### src/rtl/decode_pipe_if.sv
// -----------------------------------------------------------------------------
// decode_pipe_if
//   Bundles every handshake / data signal of the decode stage so fetch,
//   execute and writeback connect to decode_pipe through one port.
//
//   Fetch side     : in_valid, in_ready, in_instr, in_pc
//   Execute side   : out_valid, out_ready, out_rs_data, out_rt_data, out_imm,
//                    out_rd, out_reg_wrt, out_mem_wrt, out_mem_rd, out_halt,
//                    out_opcode, out_pc
//   Writeback side : wb_en, wb_reg, wb_data
//   Control        : flush (squash ID/EX bundle), stall (hazard indicator)
//   Optional       : stall_cycles, issue_count (only when DECODE_PERF_CNT_EN
//                    is defined)
//
//   Modports: slave  - the decode stage itself
//             master - the surrounding pipeline (fetch/execute/writeback)
// -----------------------------------------------------------------------------
interface decode_pipe_if #(
    parameter int DATA_WIDTH = 16,
    parameter int REG_AW     = 3
);
    logic                  in_valid;
    logic                  in_ready;
    logic [15:0]           in_instr;
    logic [DATA_WIDTH-1:0] in_pc;

    logic                  out_valid;
    logic                  out_ready;
    logic [DATA_WIDTH-1:0] out_rs_data;
    logic [DATA_WIDTH-1:0] out_rt_data;
    logic [DATA_WIDTH-1:0] out_imm;
    logic [REG_AW-1:0]     out_rd;
    logic                  out_reg_wrt;
    logic                  out_mem_wrt;
    logic                  out_mem_rd;
    logic                  out_halt;
    logic [4:0]            out_opcode;
    logic [DATA_WIDTH-1:0] out_pc;

    logic                  wb_en;
    logic [REG_AW-1:0]     wb_reg;
    logic [DATA_WIDTH-1:0] wb_data;

    logic                  flush;
    logic                  stall;

`ifdef DECODE_PERF_CNT_EN
    logic [31:0]           stall_cycles;
    logic [31:0]           issue_count;

    modport slave (
        input  in_valid, in_instr, in_pc, out_ready, wb_en, wb_reg, wb_data, flush,
        output in_ready, out_valid, out_rs_data, out_rt_data, out_imm, out_rd,
               out_reg_wrt, out_mem_wrt, out_mem_rd, out_halt, out_opcode, out_pc,
               stall, stall_cycles, issue_count
    );

    modport master (
        output in_valid, in_instr, in_pc, out_ready, wb_en, wb_reg, wb_data, flush,
        input  in_ready, out_valid, out_rs_data, out_rt_data, out_imm, out_rd,
               out_reg_wrt, out_mem_wrt, out_mem_rd, out_halt, out_opcode, out_pc,
               stall, stall_cycles, issue_count
    );
`else
    modport slave (
        input  in_valid, in_instr, in_pc, out_ready, wb_en, wb_reg, wb_data, flush,
        output in_ready, out_valid, out_rs_data, out_rt_data, out_imm, out_rd,
               out_reg_wrt, out_mem_wrt, out_mem_rd, out_halt, out_opcode, out_pc,
               stall
    );

    modport master (
        output in_valid, in_instr, in_pc, out_ready, wb_en, wb_reg, wb_data, flush,
        input  in_ready, out_valid, out_rs_data, out_rt_data, out_imm, out_rd,
               out_reg_wrt, out_mem_wrt, out_mem_rd, out_halt, out_opcode, out_pc,
               stall
    );
`endif

endinterface

### src/rtl/decode_pipe.sv
// -----------------------------------------------------------------------------
// decode_pipe
//   Pipelined instruction decode stage. Accepts one 16-bit instruction per
//   cycle from fetch (valid/ready), decodes control and immediate, reads a
//   NUM_REGS x DATA_WIDTH register file (writeback bypassed into the read),
//   tracks in-flight destination registers in a pending-write scoreboard to
//   block RAW/WAW hazards, and registers the result into the ID/EX bundle.
//
//   Ports:
//     clk  - rising-edge clock
//     rst  - asynchronous, active-low reset
//     bus  - decode_pipe_if.slave: fetch handshake, ID/EX bundle with
//            valid/ready, writeback write port, flush input, stall output
//
//   Optional feature (macro DECODE_PERF_CNT_EN):
//     adds saturating 32-bit counters bus.stall_cycles (cycles with stall
//     high) and bus.issue_count (accepted instructions).
//
//   Instruction fields: opcode [15:11], Rs [10:8], Rt [7:5], Rd(R-type) [4:2].
// -----------------------------------------------------------------------------
module decode_pipe #(
    parameter int DATA_WIDTH = 16,
    parameter int REG_AW     = 3,
    parameter int LINK_REG   = 7
) (
    input  logic         clk,
    input  logic         rst,
    decode_pipe_if.slave bus
);

    localparam int NUM_REGS = 2 ** REG_AW;

    typedef logic [DATA_WIDTH-1:0] data_t;
    typedef logic [REG_AW-1:0]     reg_t;

    typedef struct packed {
        logic       reg_wrt;
        logic       mem_wrt;
        logic       mem_rd;
        logic       halt;
        reg_t       rd;
        data_t      imm;
        logic [4:0] opcode;
    } ctrl_t;

    // -------------------------------------------------------------------------
    // Instruction decode (pure function of the instruction word)
    // -------------------------------------------------------------------------
    function automatic ctrl_t decode(input logic [15:0] instr);
        ctrl_t      c;
        logic [4:0] op;
        op       = instr[15:11];
        c        = '0;
        c.opcode = op;

        // Only jumps without link, branches, halt/nop and plain store skip
        // the register write; JAL/JALR write the link register.
        casez (op)
            5'b000??, 5'b0010?, 5'b011??, 5'b10000: c.reg_wrt = 1'b0;
            default:                                c.reg_wrt = 1'b1;
        endcase

        c.mem_wrt = (op == 5'b10000) || (op == 5'b10011);
        c.mem_rd  = (op == 5'b10001);
        c.halt    = (op == 5'b00000);

        casez (op)
            5'b0011?:                     c.rd = reg_t'(LINK_REG);
            5'b11011, 5'b11010, 5'b111??: c.rd = reg_t'(instr[4:2]);
            5'b11000, 5'b10010, 5'b10011: c.rd = reg_t'(instr[10:8]);
            default:                      c.rd = reg_t'(instr[7:5]);
        endcase

        // Immediate width by format: 11-bit jump displacement, 8-bit
        // branch/jump-register/load-immediate, else 5-bit I-type. SLBI and the
        // logical immediates are the only zero-extended forms.
        casez (op)
            5'b00100, 5'b00110:
                c.imm = {{(DATA_WIDTH-11){instr[10]}}, instr[10:0]};
            5'b10010:
                c.imm = {{(DATA_WIDTH-8){1'b0}}, instr[7:0]};
            5'b001?1, 5'b011??, 5'b11000:
                c.imm = {{(DATA_WIDTH-8){instr[7]}}, instr[7:0]};
            5'b0101?:
                c.imm = {{(DATA_WIDTH-5){1'b0}}, instr[4:0]};
            default:
                c.imm = {{(DATA_WIDTH-5){instr[4]}}, instr[4:0]};
        endcase
        return c;
    endfunction

    // -------------------------------------------------------------------------
    // Declarations
    // -------------------------------------------------------------------------
    ctrl_t               dec;
    reg_t                rs_addr;
    reg_t                rt_addr;
    data_t               rs_data;
    data_t               rt_data;
    data_t               rf [NUM_REGS];

    logic [NUM_REGS-1:0] pend;
    logic [NUM_REGS-1:0] pend_eff;
    logic [NUM_REGS-1:0] pend_next;
    logic [NUM_REGS-1:0] wb_mask;

    logic                hazard;
    logic                in_ready;
    logic                load;

    logic                out_valid_q;
    ctrl_t               out_ctrl_q;
    data_t               out_rs_q;
    data_t               out_rt_q;
    data_t               out_pc_q;

    // -------------------------------------------------------------------------
    // Combinational decode, operand read and hazard detection
    // -------------------------------------------------------------------------
    assign dec     = decode(bus.in_instr);
    assign rs_addr = reg_t'(bus.in_instr[10:8]);
    assign rt_addr = reg_t'(bus.in_instr[7:5]);

    // Same-cycle writeback is forwarded so an instruction released by that
    // writeback captures the new value rather than the stale array entry.
    assign rs_data = (bus.wb_en && (bus.wb_reg == rs_addr)) ? bus.wb_data : rf[rs_addr];
    assign rt_data = (bus.wb_en && (bus.wb_reg == rt_addr)) ? bus.wb_data : rf[rt_addr];

    // NOTE: every signal assigned in always_comb gets a default first so no
    // path leaves it unassigned and no latch is inferred.
    always_comb begin
        wb_mask = '0;
        if (bus.wb_en) begin
            wb_mask[bus.wb_reg] = 1'b1;
        end
    end

    // The hazard check sees the scoreboard after this cycle's writeback, so
    // the writeback that completes a pending register releases the stall now.
    assign pend_eff = pend & ~wb_mask;

    assign hazard = bus.in_valid &
                    (pend_eff[rs_addr] | pend_eff[rt_addr] |
                     (dec.reg_wrt & pend_eff[dec.rd]));

    assign in_ready = ~hazard & (~out_valid_q | bus.out_ready) & ~bus.flush;
    assign load     = bus.in_valid & in_ready;

    // Scoreboard next state: writeback and flush clear, a new issue sets.
    // The set is applied last so a same-cycle set and clear leaves it set.
    always_comb begin
        pend_next = pend_eff;
        if (bus.flush && out_valid_q && out_ctrl_q.reg_wrt) begin
            pend_next[out_ctrl_q.rd] = 1'b0;
        end
        if (load && dec.reg_wrt) begin
            pend_next[dec.rd] = 1'b1;
        end
    end

    // -------------------------------------------------------------------------
    // Register file
    // -------------------------------------------------------------------------
    // NOTE: the register file is reset like ordinary flops because every
    // architectural register must read 0 after reset; this makes it a flop
    // array rather than an inferred RAM.
    always_ff @(posedge clk or negedge rst) begin
        if (!rst) begin
            for (int i = 0; i < NUM_REGS; i++) begin
                rf[i] <= '0;
            end
        end else if (bus.wb_en) begin
            rf[bus.wb_reg] <= bus.wb_data;
        end
    end

    // -------------------------------------------------------------------------
    // Scoreboard
    // -------------------------------------------------------------------------
    // NOTE: sequential state uses non-blocking assignments so all flops update
    // together from values sampled before the edge.
    always_ff @(posedge clk or negedge rst) begin
        if (!rst) begin
            pend <= '0;
        end else begin
            pend <= pend_next;
        end
    end

    // -------------------------------------------------------------------------
    // ID/EX pipeline register
    // -------------------------------------------------------------------------
    // Flush wins over everything (no load can coincide with it); otherwise a
    // load overwrites the bundle, a consumed bundle with no replacement drops
    // valid, and a stalled bundle holds every field.
    always_ff @(posedge clk or negedge rst) begin
        if (!rst) begin
            out_valid_q <= 1'b0;
            out_ctrl_q  <= '0;
            out_rs_q    <= '0;
            out_rt_q    <= '0;
            out_pc_q    <= '0;
        end else if (bus.flush) begin
            out_valid_q <= 1'b0;
        end else if (load) begin
            out_valid_q <= 1'b1;
            out_ctrl_q  <= dec;
            out_rs_q    <= rs_data;
            out_rt_q    <= rt_data;
            out_pc_q    <= bus.in_pc;
        end else if (bus.out_ready) begin
            out_valid_q <= 1'b0;
        end
    end

    assign bus.in_ready    = in_ready;
    assign bus.stall       = hazard;
    assign bus.out_valid   = out_valid_q;
    assign bus.out_rs_data = out_rs_q;
    assign bus.out_rt_data = out_rt_q;
    assign bus.out_imm     = out_ctrl_q.imm;
    assign bus.out_rd      = out_ctrl_q.rd;
    assign bus.out_reg_wrt = out_ctrl_q.reg_wrt;
    assign bus.out_mem_wrt = out_ctrl_q.mem_wrt;
    assign bus.out_mem_rd  = out_ctrl_q.mem_rd;
    assign bus.out_halt    = out_ctrl_q.halt;
    assign bus.out_opcode  = out_ctrl_q.opcode;
    assign bus.out_pc      = out_pc_q;

`ifdef DECODE_PERF_CNT_EN
    // -------------------------------------------------------------------------
    // Saturating performance counters
    // -------------------------------------------------------------------------
    logic [31:0] stall_cycles_q;
    logic [31:0] issue_count_q;

    always_ff @(posedge clk or negedge rst) begin
        if (!rst) begin
            stall_cycles_q <= '0;
            issue_count_q  <= '0;
        end else begin
            if (hazard && (stall_cycles_q != 32'hFFFF_FFFF)) begin
                stall_cycles_q <= stall_cycles_q + 32'd1;
            end
            if (load && (issue_count_q != 32'hFFFF_FFFF)) begin
                issue_count_q <= issue_count_q + 32'd1;
            end
        end
    end

    assign bus.stall_cycles = stall_cycles_q;
    assign bus.issue_count  = issue_count_q;
`endif

endmodule
### src/flat_wrapper.sv
// flat-port wrapper written by rule: the top's interface ports become plain ports
module decode_pipe_flat 
#(
    parameter int DATA_WIDTH = 16,
    parameter int REG_AW     = 3,
    parameter int LINK_REG   = 7
)
  (clk, rst, bus_in_valid, bus_in_instr, bus_in_pc, bus_out_ready, bus_wb_en, bus_wb_reg, bus_wb_data, bus_flush, bus_in_ready, bus_out_valid, bus_out_rs_data, bus_out_rt_data, bus_out_imm, bus_out_rd, bus_out_reg_wrt, bus_out_mem_wrt, bus_out_mem_rd, bus_out_halt, bus_out_opcode, bus_out_pc, bus_stall);
  decode_pipe_if #(.DATA_WIDTH(DATA_WIDTH), .REG_AW(REG_AW)) bus_i ();
  input  logic clk;
  input  logic rst;
  input wire logic [$bits(bus_i.in_valid)-1:0] bus_in_valid;
  input wire logic [$bits(bus_i.in_instr)-1:0] bus_in_instr;
  input wire logic [$bits(bus_i.in_pc)-1:0] bus_in_pc;
  input wire logic [$bits(bus_i.out_ready)-1:0] bus_out_ready;
  input wire logic [$bits(bus_i.wb_en)-1:0] bus_wb_en;
  input wire logic [$bits(bus_i.wb_reg)-1:0] bus_wb_reg;
  input wire logic [$bits(bus_i.wb_data)-1:0] bus_wb_data;
  input wire logic [$bits(bus_i.flush)-1:0] bus_flush;
  output wire logic [$bits(bus_i.in_ready)-1:0] bus_in_ready;
  output wire logic [$bits(bus_i.out_valid)-1:0] bus_out_valid;
  output wire logic [$bits(bus_i.out_rs_data)-1:0] bus_out_rs_data;
  output wire logic [$bits(bus_i.out_rt_data)-1:0] bus_out_rt_data;
  output wire logic [$bits(bus_i.out_imm)-1:0] bus_out_imm;
  output wire logic [$bits(bus_i.out_rd)-1:0] bus_out_rd;
  output wire logic [$bits(bus_i.out_reg_wrt)-1:0] bus_out_reg_wrt;
  output wire logic [$bits(bus_i.out_mem_wrt)-1:0] bus_out_mem_wrt;
  output wire logic [$bits(bus_i.out_mem_rd)-1:0] bus_out_mem_rd;
  output wire logic [$bits(bus_i.out_halt)-1:0] bus_out_halt;
  output wire logic [$bits(bus_i.out_opcode)-1:0] bus_out_opcode;
  output wire logic [$bits(bus_i.out_pc)-1:0] bus_out_pc;
  output wire logic [$bits(bus_i.stall)-1:0] bus_stall;
  assign bus_i.in_valid = bus_in_valid;
  assign bus_i.in_instr = bus_in_instr;
  assign bus_i.in_pc = bus_in_pc;
  assign bus_i.out_ready = bus_out_ready;
  assign bus_i.wb_en = bus_wb_en;
  assign bus_i.wb_reg = bus_wb_reg;
  assign bus_i.wb_data = bus_wb_data;
  assign bus_i.flush = bus_flush;
  assign bus_in_ready = bus_i.in_ready;
  assign bus_out_valid = bus_i.out_valid;
  assign bus_out_rs_data = bus_i.out_rs_data;
  assign bus_out_rt_data = bus_i.out_rt_data;
  assign bus_out_imm = bus_i.out_imm;
  assign bus_out_rd = bus_i.out_rd;
  assign bus_out_reg_wrt = bus_i.out_reg_wrt;
  assign bus_out_mem_wrt = bus_i.out_mem_wrt;
  assign bus_out_mem_rd = bus_i.out_mem_rd;
  assign bus_out_halt = bus_i.out_halt;
  assign bus_out_opcode = bus_i.out_opcode;
  assign bus_out_pc = bus_i.out_pc;
  assign bus_stall = bus_i.stall;
  decode_pipe #(.DATA_WIDTH(DATA_WIDTH), .REG_AW(REG_AW), .LINK_REG(LINK_REG)) u_core (.clk(clk), .rst(rst), .bus(bus_i));
endmodule
### config.mk
export PLATFORM = sky130hd
export DESIGN_NAME = decode_pipe_flat
export DESIGN_NICKNAME = d
export VERILOG_FILES = /design/src/rtl/decode_pipe_if.sv /design/src/rtl/decode_pipe.sv /design/src/flat_wrapper.sv
export SDC_FILE = /design/constraint.sdc
export NUM_CORES = 1
export LEC_CHECK = 0
export ABC_CLOCK_PERIOD_IN_PS = 4600
export CAP_MARGIN = 10
export CELL_PAD_IN_SITES_DETAIL_PLACEMENT = 2
export CELL_PAD_IN_SITES_GLOBAL_PLACEMENT = 2
export CORE_MARGIN = 3
export CORE_UTILIZATION = 39
export CTS_CLUSTER_SIZE = 28
export DETAILED_ROUTE_END_ITERATION = 12
export PLACE_DENSITY_LB_ADDON = 0.1
export SYNTH_ARGS = -nofsm -noshare
export SYNTH_HDL_FRONTEND = slang
export SYNTH_SLANG_ARGS = --single-unit
### constraint.sdc
create_clock -name clk -period 4.6 [get_ports clk]
set_clock_uncertainty 0.1 [all_clocks]
set_input_delay 0.92 -clock clk [delete_from_list [all_inputs] [get_ports clk]]
set_output_delay 0.92 -clock clk [all_outputs]
set_load 0.01 [all_outputs]
* Word-level counts from Yosys, hierarchy flattened
Index checks and enable logic that the tools add are counted.
** Word-level totals
- Output and inout bits :: 79
- Input port bits :: 57
- Bits in registers :: 213
- Word-level logic and storage cells :: 119
** Operators by class
- Eq/ne operators :: 17
- Bitwise operators :: 19
- Multiplexer cells :: 32
- $lt $le $gt $ge :: 12
- Reductions and logical operators :: 19
** Operators by type and width (count)
- 128-bit bitwise mux :: 1
- 16-bit 2-to-1 mux :: 7
- 16-bit binary-select mux with 3-bit select :: 2
- 16-bit case mux with 4 select lines :: 1
- 16-bit demux with 3-bit select :: 1
- 5-bit equality test (second input constant) :: 7
- 8-bit 2-to-1 mux :: 3
- 3-bit by 4-bit < comparator with 1-bit output (second input constant) :: 5
- 8-bit AND :: 2
- 8-bit NOT :: 2
- 4-bit by 2-bit equality test with 1-bit output (second input constant) :: 3
- 4-bit greater-or-equal comparator (second input constant) :: 3
- 3-bit NOT with 4-bit output :: 3
- 5-bit by 3-bit equality test with 1-bit output (second input constant) :: 2
- 1-bit 2-to-1 mux :: 10
- 1-bit binary-select mux with 3-bit select :: 3
- 1-bit demux with 3-bit select :: 3
- 3-bit by 1-bit greater-or-equal comparator with 1-bit output (second input constant) :: 3
- 1-bit logical AND :: 9
- 3-bit case mux with 3 select lines :: 1
- 3-bit OR reduction :: 3
- 8-bit OR :: 1
- 3-bit equality test :: 2
- 1-bit AND :: 5
- 13 further kinds :: 17

* Longest topological paths before layout
Gate-level depths: netlist of run 1.
- Depth in word-level cells :: 18
- Mapped depth :: 11
- Mapped depth without buffers :: 7

* Worst setup path before layout of run 1
No wires, ideal clock.
- Kind :: input to output
- From :: input port bus_in_instr[14]
- To :: output port bus_in_ready
- Path buffers :: 1
- Data required time :: 3.580 ns
- Path slack :: 0.598 ns
- Stages :: 8
- Arrival :: 2.982 ns
- Cells stage by stage :: buf_2 > nand2_1 > o21a_1 > a221oi_2 > mux4_2 > a2bb2oi_2 > nand2_1 > a21boi_0
** Between the ends
- Word-level cells in the longest chain between the ends :: 11
- Elaborated cells between the ends (all ways) :: 24
- Classes of those cells :: eq/ne: 10; mux: 4; bitwise: 6; reduce/logical: 4
** Ends and longest elaborated chain
- from (decl) :: line flat_wrapper.sv:13 : input wire logic [$bits(bus_i.in_instr)-1:0] bus_in_instr;
- 5-bit equality test / 3-bit equality test (equally long branches) :: line decode_pipe.sv:67 : casez (op)
- 3-bit OR reduction :: line decode_pipe.sv:67
- 3-bit case mux with 3 select lines :: line decode_pipe.sv:67
- 1-bit binary-select mux with 3-bit select :: line decode_pipe.sv:144 : (dec.reg_wrt & pend_eff[dec.rd]));
- 1-bit 2-to-1 mux (not written as such) :: line decode_pipe.sv:144
- 1-bit AND (*) :: line decode_pipe.sv:144
- 1-bit OR (*) :: line decode_pipe.sv:143 : (pend_eff[rs_addr] | pend_eff[rt_addr] |
- 1-bit AND (*) :: line decode_pipe.sv:142 : assign hazard = bus.in_valid &
- 1-bit NOT (*) :: line decode_pipe.sv:146 : assign in_ready = ~hazard & (~out_valid_q | bus.out_ready) & ~bus.flush;
- 1-bit AND (*) (2 in series) :: line decode_pipe.sv:146
- to (decl) :: line flat_wrapper.sv:20 : output wire logic [$bits(bus_i.in_ready)-1:0] bus_in_ready;
Every way passes the cells marked *; elsewhere a longest branch is shown, timed or not. The select of a mux whose other input is x is not followed.

* Final worst setup path of run 1
- From :: input port bus_in_instr[11]
- To :: output port bus_stall
** Between the ends
- Word-level cells in the longest chain between the ends :: 8
- Elaborated cells between the ends (all ways) :: 16
- Classes of those cells :: eq/ne: 6; mux: 4; bitwise: 3; reduce/logical: 3
** Ends and longest elaborated chain
- 5-bit equality test :: line decode_pipe.sv:67
- 3-bit OR reduction :: line decode_pipe.sv:67
- 3-bit case mux with 3 select lines :: line decode_pipe.sv:67
- 1-bit binary-select mux with 3-bit select :: line decode_pipe.sv:144
- 1-bit 2-to-1 mux (not written as such) :: line decode_pipe.sv:144
- 1-bit AND (*) :: line decode_pipe.sv:144
- 1-bit OR (*) :: line decode_pipe.sv:143
- 1-bit AND (*) :: line decode_pipe.sv:142
- to (decl) :: line flat_wrapper.sv:32 : output wire logic [$bits(bus_i.stall)-1:0] bus_stall;
Marks and branches as above.

==> results.txt, run 1 <==
----------------------------------------------------
[Timing]
  Final Max Slew Viols ... 0
  Final setup violating endpoints ... 0
  Fraction of the cycle the final worst path needs ... 96.5%
  Slew margin rel. ... 32.2%
  Final hold vios ... 0
  Maximum frequency from static timing analysis ... 0.225 GHz
  Final TNS setup ... 0 ns
  Transition time of the tightest slew-check pin ... approximately 1 ns
  RSZ-0062 raised after global routing ... no
  Time the final worst path needs with I/O delays and setup ... 4.44 ns
  Min setup slack post-route ... around 0.16 ns

[GRT]
  Number of global-route vias before repair ... 8,548
  Total Routing Usage GR ... 22.2%
  First-pass GRT wire length ... 52,600 um
  Aggregate global routing overflow ... 0
  Largest net degree at the start of global routing ... 118
  Antenna violations before repair ... 0

[Yosys]
  Part of the Yosys area used for sequential elements ... 47.9%
  Net count after synthesis ... 834
  Number of distinct standard cells referenced by the synthesized netlist ... 46
  Largest area contributor in the synthesized netlist ... sky130_fd_sc_hd__dfrtp_1
  Synth area leaders ... sky130_fd_sc_hd__dfrtp_1 (48%), sky130_fd_sc_hd__mux2_2 (20%), sky130_fd_sc_hd__mux4_2 (15%)
  Post-Synthesis Mean Instance Area ... 14.0 um^2
  Seq cells post-synth ... 208
  Yosys synthesis warning count ... 0
  Gate count of the mapped netlist ... 777
  Cell area after technology mapping ... 0.0109 mm^2
  Yosys top cell area share ... 47.9%

[CTS]
  Number of hold buffers added after cts ... 0
  Max Root-Sink Buffers ... 3
  H-tree level count ... 1
  Clock-pin slew reported for the worst setup and hold paths after clock tree synthesis ... 0.06 ns
  Total clock buffers created by CTS ... 25
  Master cell of the clock root buffer ... sky130_fd_sc_hd__clkbuf_16
  CTS tree ... yes
  Sinks on Clock Net ... 208
  Clock latency of the later-clocked register in the worst-skew pair ... approximately 0.52 ns

[Min path]
  Worst-case hold path end point ... u_core.bus.out_rt_data[15]
  Worst Hold Class ... reg2reg
  Hold Startpoint ... u_core.bus.out_rt_data[15]
  Cell depth of the worst hold path ... 1

[Final layout]
  Final antenna diode count ... 0
  Area grow syn2layout ... 25.3%
  NumNets Final ... between 900 and 1,000
  Most common cell after layout, fill and taps aside ... sky130_fd_sc_hd__dfrtp_1
  Final non-filler cell total ... 1,309
  Cell area after layout ... 0.0136 mm^2
  Fill cells ... 2,595
  Ratio of cells with drive above 1 in the final layout ... 40.7%
  Most frequent cells in the layout ... sky130_fd_sc_hd__dfrtp_1 (208), sky130_fd_sc_hd__mux2_2 (196), sky130_fd_sc_hd__clkdlybuf4s50_1 (124)

[Worst setup path]
  Critical path's slowest cell ... sky130_fd_sc_hd__mux4_2
  Critical register-to-register path endpoint ... u_core.bus.out_rt_data[5]
  Worst-path cell chain ... clkdlybuf4s50_1 -> nor2b_1 -> o21a_1 -> a221oi_4 -> buf_4 -> mux4_2 -> a2bb2oi_2 -> nand2_1 -> and2_1 -> dlygate4sd2_1
  FF-to-FF setup slack ... 2.16 ns
  Max stage delay on crit path ... 0.51 ns
  Worst Setup Start Kind ... primary input
  Worst EP required ... 3.58 ns
  Critical path capture point type ... output pin
  Maximum fanout count along the critical path ... 3
  Data arrival time of the worst path ... roughly 3.4 ns
  Worst reg-to-reg path cell count ... 8
  Kind of critical path ... in2out
  Launch instance of the worst register-to-register path ... u_core.pend[4]

[Power]
  Switching share of total power ... 29.7%
  Internal power contribution ... 5.07 mW
  Leak ... 5.66 nW
  Sequential share of power ... about 40%
  Combinational cell fraction of total power ... 33.9%
  Pwr dens ... 530 mW/mm^2
  Switching Power ... 2.15 mW
  Maximum VDD drop ... 270 uV
  Overall Power ... roughly 7 mW
  Clock power share ... 27.0%

[Detailed routing]
  Remaining number of nets flagged by the antenna check after routing ... 0
  DR DRC count ... 0
  Starting DRC count in detailed routing ... 311
  Post-DR vias/cell ... 5.63
  Pre-Repair DR Iteration Count ... 4
  Average wire length per cell after detail routing ... 25.2 um
  Vias after detailed routing ... 7,370
  Routed wire length ... 33,000 um

[Placed design]
  Placer congestion estimate ... 0.829
  Area post-placement ... 0.0128 mm^2
  Worst-case setup slack after placement ... -0.256 ns
  Cells after DPL ... ~1,300
  Input/output buffers ... between 100 and 150
  Detailed Place HPWL ... 21,800 um

[Outcome]
  Run status ... completed

[Die]
  Overall die height ... 173 um
  Number of placement rows ... 60
  Floorplan core area ... 0.0272 mm^2
  Die Outline Area ... 0.0299 mm^2
  Initial core utilization ... 39.9%
  Num ports ... 136
  Die width ... 173 um

[Job]
  Max-cap violations ... 0

----------------------------------------------------
[metal layers]
| layer | track usage (%) | share of wire, % |
|---|---|---|
| met5 | 0 | 0 |
| met4 | 4.56 | 1.8 |
| met3 | 3.01 | 3.5 |
| met2 | 38.9 | 51 |
| met1 | 29.6 | 44 |
[critical path: cells and delay by family]
family,cells,cell delay (ns)
mux,1,0.51
simple gates,3,0.37
compound gates,3,0.73
buf+inv,3,0.89
[worst max-delay path by stage]
stage                     start      endpoint  slack [ns]  cells after the start
6_report       bus_in_instr[11]     bus_stall        0.16                     10
5_1_grt           bus_wb_reg[0]  bus_in_ready     0.00007                      9
4_1_cts               bus_wb_en  bus_in_ready        0.15                      8
3_5_place_dp   bus_in_instr[14]     bus_stall       -0.26                     10
3_3_place_gp   bus_in_instr[14]     bus_stall       -0.17                     10
2_1_floorplan  bus_in_instr[14]  bus_in_ready        0.60                      8
[flip-flops by register name (all words and copies together) (netlist names), 3 cells and up]
register	cells
u_core.rf	128
u_core.bus.out_pc	16
u_core.bus.out_rs_data	16
u_core.bus.out_rt_data	16
u_core.bus.out_imm	11
u_core.pend	8
u_core.bus.out_opcode	5
u_core.bus.out_rd	3
[timing repair]
action                     CTS  global route
setup endpoints to repair    2             1
cloned                       0             0
pin swaps                    1             2
setup buffers                0             1
gates resized for setup      9             1
[power by group through the flow]
stage	Combinational [mW]	Sequential (mW)	Clock, mW
2_1_floorplan	1.23	2.86	0
3_3_place_gp	2.38	2.76	0
3_5_place_dp	2.48	2.85	0
4_1_cts	2.50	2.82	2.00
5_1_grt	2.63	2.91	2.09
6_report	2.45	2.82	1.94
[cell usage after synthesis, drive strengths merged]
library cell	n
nor3	5
a21oi	38
nor4bb	3
or2	2
o2111ai	1
or4bb	1
o21a	1
a211oi	1
a221o	3
mux4	70
and2	5
o311ai	1
nand2b	10
dfrtp	208
nor2b	6
mux2i	36
xor2	2
nand3	5
clkbuf	26
o22a	1
buf	52
or3b	1
a31oi	1
nand4	9
o31ai	5
nand4b	4
o21ai	3
nand2	16
nor4b	1
nor4	1
nor2	41
o22ai	1
mux2	196
inv	4
a2bb2oi	1
o32ai	6
xnor2	7
a221oi	1
a21boi	1
nand3b	1
[layout make-up]
type	count	area (um^2)	area share, %
inverter	4	15.0	0.110
clock buffer	39	748	5.50
sequential	208	5200	38.3
timing repair buffer	194	1800	13.2
tap	372	465	3.42
clock inverter	5	53.8	0.395
multi-input combinational	487	5320	39.1
[through the flow]
step | hold slack, ns | util [%]
2_1_floorplan | 0.391 | -
4_1_cts | 0.408 | 50.0
3_5_place_dp | 0.395 | 47.0
3_3_place_gp | 0.385 | 47.0
5_1_grt | 0.416 | 50.1
6_report | 0.402 | 50.1
[cell families after synthesis]
family	count (synthesis)	synth area share, %
xor gates and xnor gates	9	0.726
muxes	302	38.2
AOI/OAI and AO/OA	65	3.99
buffers and inverters	82	3.78
DFF	208	47.9
and+or+nand+nor	111	5.38
No activity file was read; power rests on OpenSTA's default activity.
==> inputs of run 2 (changes only) <==
Settings changed: ABC_CLOCK_PERIOD_IN_PS 4600 to 4500, GPL_TIMING_DRIVEN set to 0.
Clock period 4.6 ns to 4.5 ns, I/O delays scaled along.
==> results.txt, run 2 (synthesized netlist as in run 1, its figures left out) <==
----------------------------------------------------
[Die]
  Initial core utilization ... 39.9% (unchanged)
  Overall die height ... 173 um (unchanged)
  Die Outline Area ... 0.0299 mm^2 (unchanged)
  Number of placement rows ... 60 (unchanged)
  Die width ... 173 um (unchanged)
  Num ports ... 136 (unchanged)
  Floorplan core area ... 0.0272 mm^2 (unchanged)

[CTS]
  Sinks on Clock Net ... 208 (unchanged)
  Max Root-Sink Buffers ... 3 (unchanged)
  CTS tree ... yes
  Total clock buffers created by CTS ... 25 (unchanged)
  Master cell of the clock root buffer ... sky130_fd_sc_hd__clkbuf_16
  Clock latency of the later-clocked register in the worst-skew pair ... 0.53 ns (about the same)
  Number of hold buffers added after cts ... 0 (unchanged)
  H-tree level count ... 1 (unchanged)
  Clock-pin slew reported for the worst setup and hold paths after clock tree synthesis ... 0.06 ns (about the same)

[Power]
  Maximum VDD drop ... 294 uV (+9.0%)
  Switching share of total power ... 30.0% (+0.21 points)
  Clock power share ... 26.2% (-0.8 points)
  Switching Power ... 2.19 mW (+2.1%)
  Leak ... 5.50 nW (-2.7%)
  Pwr dens ... 548 mW/mm^2 (+3.3%)
  Combinational cell fraction of total power ... 34.4% (+0.5 points)
  Internal power contribution ... 5.12 mW (+1.1%)
  Sequential share of power ... 39.4% (+0.3 points)

[Final layout]
  Final non-filler cell total ... 1,315 (+0.46%)
  Flip-flop count of the largest register, all copies and words added ... 128 (unchanged)
  Ratio of cells with drive above 1 in the final layout ... 39.1% (-1.6 points)
  NumNets Final ... 984 (+0.72%)
  Final Util ... 49.2% (-0.90 points)
  Most frequent cells in the layout ... sky130_fd_sc_hd__dfrtp_1 (208), sky130_fd_sc_hd__mux2_2 (196), sky130_fd_sc_hd__clkdlybuf4s50_1 (103)
  Top register by number of flip-flops ... u_core.rf
  Area grow syn2layout ... 23.1%
  Most common cell after layout, fill and taps aside ... sky130_fd_sc_hd__dfrtp_1

[Placed design]
  Cells after DPL ... 1,259 (-0.40%)
  Input/output buffers ... 108 (-20%)
  Detailed Place HPWL ... 23,200 um (+6.2%)
  Placer congestion estimate ... 0.821 (-0.98%)

[Worst setup path]
  Worst EP required ... 3.50 ns (-0.08 ns)
  Max stage delay on crit path ... 0.52 ns (about the same)
  Largest delay contributor family on the critical path ... compound AO/OA/AOI/OAI gates
  Critical register-to-register path endpoint ... u_core.bus.out_rt_data[6]
  Worst path buffer plus inverter count ... 3 (unchanged)
  Kind of critical path ... in2out
  Worst reg-to-reg path cell count ... 6 (-2)
  Worst-path cell chain ... clkdlybuf4s50_1 -> nor2b_1 -> o21a_4 -> a221oi_4 -> buf_6 -> mux4_2 -> a2bb2oi_4 -> nand2_1 -> and2_1 -> clkbuf_2
  Critical path capture point type ... output pin
  Launch instance of the worst register-to-register path ... u_core.pend[7]
  Critical path's slowest cell ... sky130_fd_sc_hd__mux4_2
  Worst Setup Start Kind ... primary input
  Maximum fanout count along the critical path ... 4 (+1)
  FF-to-FF setup slack ... 1.83 ns (-0.33 ns)
  Data arrival time of the worst path ... 3.34 ns (-0.08 ns)

[Timing]
  Final Max Slew Viols ... 0 (unchanged)
  Time the final worst path needs with I/O delays and setup ... 4.34 ns
  Hold slack final ... 0.312 ns (-0.0905 ns)
  Maximum frequency from static timing analysis ... 0.230 GHz
  Final setup violating endpoints ... 0 (unchanged)
  Transition time of the tightest slew-check pin ... 1.15 ns (+0.137 ns)
  Slew margin rel. ... 23.0% (-9.1 points)
  RSZ-0062 raised after global routing ... no
  Fraction of the cycle the final worst path needs ... 96.6%
  Final hold vios ... 0 (unchanged)

[GRT]
  Total Routing Usage GR ... 23.4% (+1.2 points)
  Largest net degree at the start of global routing ... 115 (-2.5%)
  Antenna violations before repair ... 1 (+1)
  Number of global-route vias before repair ... 8,631 (+0.97%)
  First-pass GRT wire length ... 54,400 um (+3.5%)
  Aggregate global routing overflow ... 0 (unchanged)

[Min path]
  Worst Hold Class ... in2async

[Detailed routing]
  Post-DR vias/cell ... 5.66 (+0.45%)
  DR DRC count ... 0 (unchanged)
  Vias after detailed routing ... 7,437 (+0.91%)
  Pre-Repair DR Iteration Count ... 4 (unchanged)
  Remaining number of nets flagged by the antenna check after routing ... 0 (unchanged)
  Starting DRC count in detailed routing ... 392 (+26%)
  Average wire length per cell after detail routing ... 26.3 um (+4.6%)
  Routed wire length ... 34,600 um (+5.0%)

[Outcome]
  Run status ... completed

[Job]
  Max-cap violations ... 0 (unchanged)

----------------------------------------------------
## run 2: worst max path at each step
stage,end,from,cells past startpoint,slack [ns]
floorplan,bus_in_ready,bus_in_instr[14],8,0.54
global placement,u_core.rf[104],rst,1,-6.19
detailed placement,bus_in_ready,bus_in_instr[13],10,-0.83
CTS,bus_in_ready,bus_in_instr[11],9,0.005
global route,bus_in_ready,bus_in_instr[11],9,0.03
finish,bus_stall,bus_in_instr[11],10,0.16
## run 2: final cells by class
cell class                 instances  area (um^2)
fill                            2626        13800
clock inverter                     5         52.6
tap                              372          465
timing repair buffer             123         1220
clock buffer                      37          711
buffer                            78          405
sequential                       208         5200
antenna                            1         2.50
inverter                           4         15.0
multi-input combinational        487         5290
## run 2: through the flow
step / TNS [ns] / setup WS (ns) / instance area [um^2] / total power, mW
2_1_floorplan: 0 / 0.538 / 10900 / 4.19
3_3_place_gp: -1282.22 / -6.19 / 12400 / 5.26
3_5_place_dp: -9.31 / -0.833 / 12400 / 5.42
4_1_cts: 0 / 0.00528 / 13300 / 7.41
5_1_grt: 0 / 0.0348 / 13400 / 7.73
6_report: 0 / 0.155 / 13400 / 7.32
## run 2: worst reg2reg max path, delay by kind of cell, from the launching register on
kind | cells | cell delay [ns]
buffers and inverters | 1 | 0.36
AND/OR/NAND/NOR | 2 | 0.48
multiplexers | 2 | 0.84
flip-flops | 1 | 0.40
AO/OA/AOI/OAI | 1 | 0.37
## run 2: repair_timing
action / CTS / global route
setup endpoints to repair: 2 / 2
buffers inserted: 9 / 3
resized for setup: 17 / 7
hold endpoints to repair: 0 / 0
pin swaps: 3 / 3
## run 2: per-layer routing
metal / global-route usage (%) / wire length [um]
met3: 3.43 / 1490
met1: 31.6 / 14800
met4: 4.90 / 522
met5: 0 / 0
met2: 40.3 / 17800
## run 2: power groups by stage
stage          clock [mW]  combinational [mW]  sequential, mW
6_report             1.92                2.52            2.88
3_5_place_dp            0                2.52            2.90
4_1_cts              1.98                2.55            2.88
3_3_place_gp            0                2.43            2.83
5_1_grt              2.07                2.69            2.97
2_1_floorplan           0                1.26            2.93
==> inputs of run 3 (changes only) <==
Settings changed: MAX_ROUTING_LAYER set to met4.
==> results.txt, run 3 (synthesized netlist as in run 1, its figures left out) <==
----------------------------------------------------
[Outcome]
  Run status ... completed

[CTS]
  Number of hold buffers added after cts ... 0 (unchanged)
  H-tree level count ... 1 (unchanged)
  Master cell of the clock root buffer ... sky130_fd_sc_hd__clkbuf_16
  Sinks on Clock Net ... 208 (unchanged)
  CTS tree ... yes
  Clock latency of the later-clocked register in the worst-skew pair ... 0.52 ns (about the same)
  Clock-pin slew reported for the worst setup and hold paths after clock tree synthesis ... 0.06 ns (about the same)
  Max Root-Sink Buffers ... 3 (unchanged)
  Total clock buffers created by CTS ... 25 (unchanged)

[Detailed routing]
  Met2 routed WL ... 17,900 um (+0.37%)
  Remaining number of nets flagged by the antenna check after routing ... 0 (unchanged)
  DR DRC count ... 0 (unchanged)
  Post-DR vias/cell ... 5.61 (-0.73%)
  Routed length on met1 ... 15,000 um (+1.3%)
  Starting DRC count in detailed routing ... 422 (+7.7%)
  Vias after detailed routing ... 7,383 (-0.73%)
  Routed wire length ... 34,700 um (+0.22%)
  Highest signal layer in the routed design ... met4
  Pre-Repair DR Iteration Count ... 4 (unchanged)
  Average wire length per cell after detail routing ... 26.4 um (+0.22%)
  Met3 WL ... 1420 um (-4.6%)

[Die]
  Floorplan core area ... 0.0272 mm^2 (unchanged)
  Initial core utilization ... 39.9% (unchanged)
  Number of placement rows ... 60 (unchanged)
  Overall die height ... 173 um (unchanged)
  Die width ... 173 um (unchanged)
  Num ports ... 136 (unchanged)
  Die Outline Area ... 0.0299 mm^2 (unchanged)

[Final layout]
  Most frequent cells in the layout ... sky130_fd_sc_hd__dfrtp_1 (208), sky130_fd_sc_hd__mux2_2 (196), sky130_fd_sc_hd__clkdlybuf4s50_1 (103)
  NumNets Final ... 984 (unchanged)
  Ratio of cells with drive above 1 in the final layout ... 39.1% (unchanged)
  Flip-flop count of the largest register, all copies and words added ... 128 (unchanged)
  Area grow syn2layout ... 23.1% (unchanged)
  Most common cell after layout, fill and taps aside ... sky130_fd_sc_hd__dfrtp_1
  Top register by number of flip-flops ... u_core.rf

[Timing]
  Final setup violating endpoints ... 0 (unchanged)
  Fraction of the cycle the final worst path needs ... 96.9% (+0.37 points)
  Maximum frequency from static timing analysis ... 0.229 GHz (-0.38%)
  Hold slack final ... 0.313 ns (+0.00144 ns)
  Min setup slack post-route ... 0.139 ns (-0.0165 ns)
  Final Max Slew Viols ... 0 (unchanged)
  Transition time of the tightest slew-check pin ... 1.16 ns (+0.00387 ns)
  Slew margin rel. ... 22.8% (-0.26 points)
  Time the final worst path needs with I/O delays and setup ... 4.36 ns (+0.0165 ns)
  RSZ-0062 raised after global routing ... no
  Final hold vios ... 0 (unchanged)
  Final TNS setup ... 0 ns (unchanged)

[Worst setup path]
  Worst EP required ... 3.50 ns (about the same)
  Critical register-to-register path endpoint ... u_core.bus.out_rt_data[6]
  Kind of critical path ... in2out
  Data arrival time of the worst path ... 3.36 ns (+0.02 ns)
  Critical path capture point type ... output pin
  Worst reg-to-reg path cell count ... 6 (unchanged)
  Launch instance of the worst register-to-register path ... u_core.pend[7]
  FF-to-FF setup slack ... 1.83 ns (about the same)
  Maximum fanout count along the critical path ... 4 (unchanged)
  Worst Setup Start Kind ... primary input

[Power]
  Leak ... 5.50 nW (unchanged)
  Sequential share of power ... 39.3% (about the same)
  Internal power contribution ... 5.12 mW (about the same)
  Switching share of total power ... 30.0% (about the same)
  Maximum VDD drop ... 293 uV (-0.20%)
  Combinational cell fraction of total power ... 34.4% (about the same)
  Switching Power ... 2.19 mW (about the same)
  Pwr dens ... 548 mW/mm^2 (about the same)
  Clock power share ... 26.2% (about the same)
  Overall Power ... 7.32 mW (about the same)

[Job]
  Max-cap violations ... 0 (unchanged)

[GRT]
  Largest net degree at the start of global routing ... 115 (unchanged)
  Number of global-route vias before repair ... 8,626 (-0.058%)
  Total Routing Usage GR ... 24.1% (+0.74 points)
  First-pass GRT wire length ... 54,500 um (+0.17%)
  Aggregate global routing overflow ... 0 (unchanged)
  Antenna violations before repair ... 1 (unchanged)

[Placed design]
  Placer congestion estimate ... 0.833 (+1.5%)
  Detailed Place HPWL ... 23,200 um (unchanged)
  Worst-case setup slack after placement ... -0.833 ns (unchanged)
  Input/output buffers ... 108 (unchanged)

[Min path]
  Worst Hold Class ... in2async

----------------------------------------------------
## run 3: cell counts in the layout (fill, tap and decap cells not counted)
No cell type changed its count.
## run 3: power groups by stage
stage	logic, mW	clock network, mW	registers, mW
floorplan	1.26	0	2.93
global placement	2.43	0	2.83
detailed placement	2.52	0	2.90
CTS	2.55	1.98	2.88
global route	2.69	2.07	2.97
finish	2.52	1.92	2.88
## run 3: how the worst max path moves through the flow
stage / start / endpoint / slack, ns / cells past startpoint
finish: bus_in_instr[11] / bus_stall / 0.14 / 10
detailed placement: bus_in_instr[13] / bus_in_ready / -0.83 / 10
global placement: rst / u_core.rf[104] / -6.19 / 1
CTS: bus_in_instr[11] / bus_in_ready / 0.005 / 9
floorplan: bus_in_instr[14] / bus_in_ready / 0.54 / 8
global route: bus_in_instr[11] / bus_in_ready / 0.03 / 9
## run 3: layout make-up
| cell class | instances | area [um^2] |
|---|---|---|
| antenna | 1 | 2.50 |
| buffer | 78 | 405 |
| clock buffer | 37 | 711 |
| clock inverter | 5 | 52.6 |
| fill | 2626 | 13800 |
| inverter | 4 | 15.0 |
| multi-input combinational | 487 | 5290 |
| sequential | 208 | 5200 |
| tap | 372 | 465 |
| timing repair buffer | 123 | 1220 |
## run 3: worst max-delay path, cell delays in order
cell,delay [ns]
sky130_fd_sc_hd__clkdlybuf4s50_1,0.47
sky130_fd_sc_hd__nor2b_1,0.18
sky130_fd_sc_hd__o21a_4,0.25
sky130_fd_sc_hd__a221oi_4,0.34
sky130_fd_sc_hd__buf_6,0.15
sky130_fd_sc_hd__mux4_2,0.52
sky130_fd_sc_hd__a2bb2oi_4,0.20
sky130_fd_sc_hd__nand2_1,0.09
sky130_fd_sc_hd__and2_1,0.13
sky130_fd_sc_hd__clkbuf_2,0.13
## run 3: timing repair
item / in CTS / in global routing
setup buffers: 9 / 3
resized for setup: 17 / 7
setup endpoints to repair: 2 / 2
pin swaps: 3 / 3
## run 3: through the flow
| stage | cells | utilization [%] | area [um^2] |
|---|---|---|---|
| after floorplan | 777 | - | 10900 |
| after global placement | 1257 | 45.6 | 12400 |
| after detailed placement | 1259 | 45.8 | 12400 |
| after CTS | 1310 | 49.0 | 13300 |
| after global routing | 1315 | 49.2 | 13400 |
| final | 1315 | 49.2 | 13400 |
## run 3: layer usage
layer / vias to the layer above / GRT usage, %
li1: 3199 / -
met1: 3998 / 31.7
met2: 153 / 40.3
met3: 33 / 3.38
met4: 0 / 4.90
met5: - / -
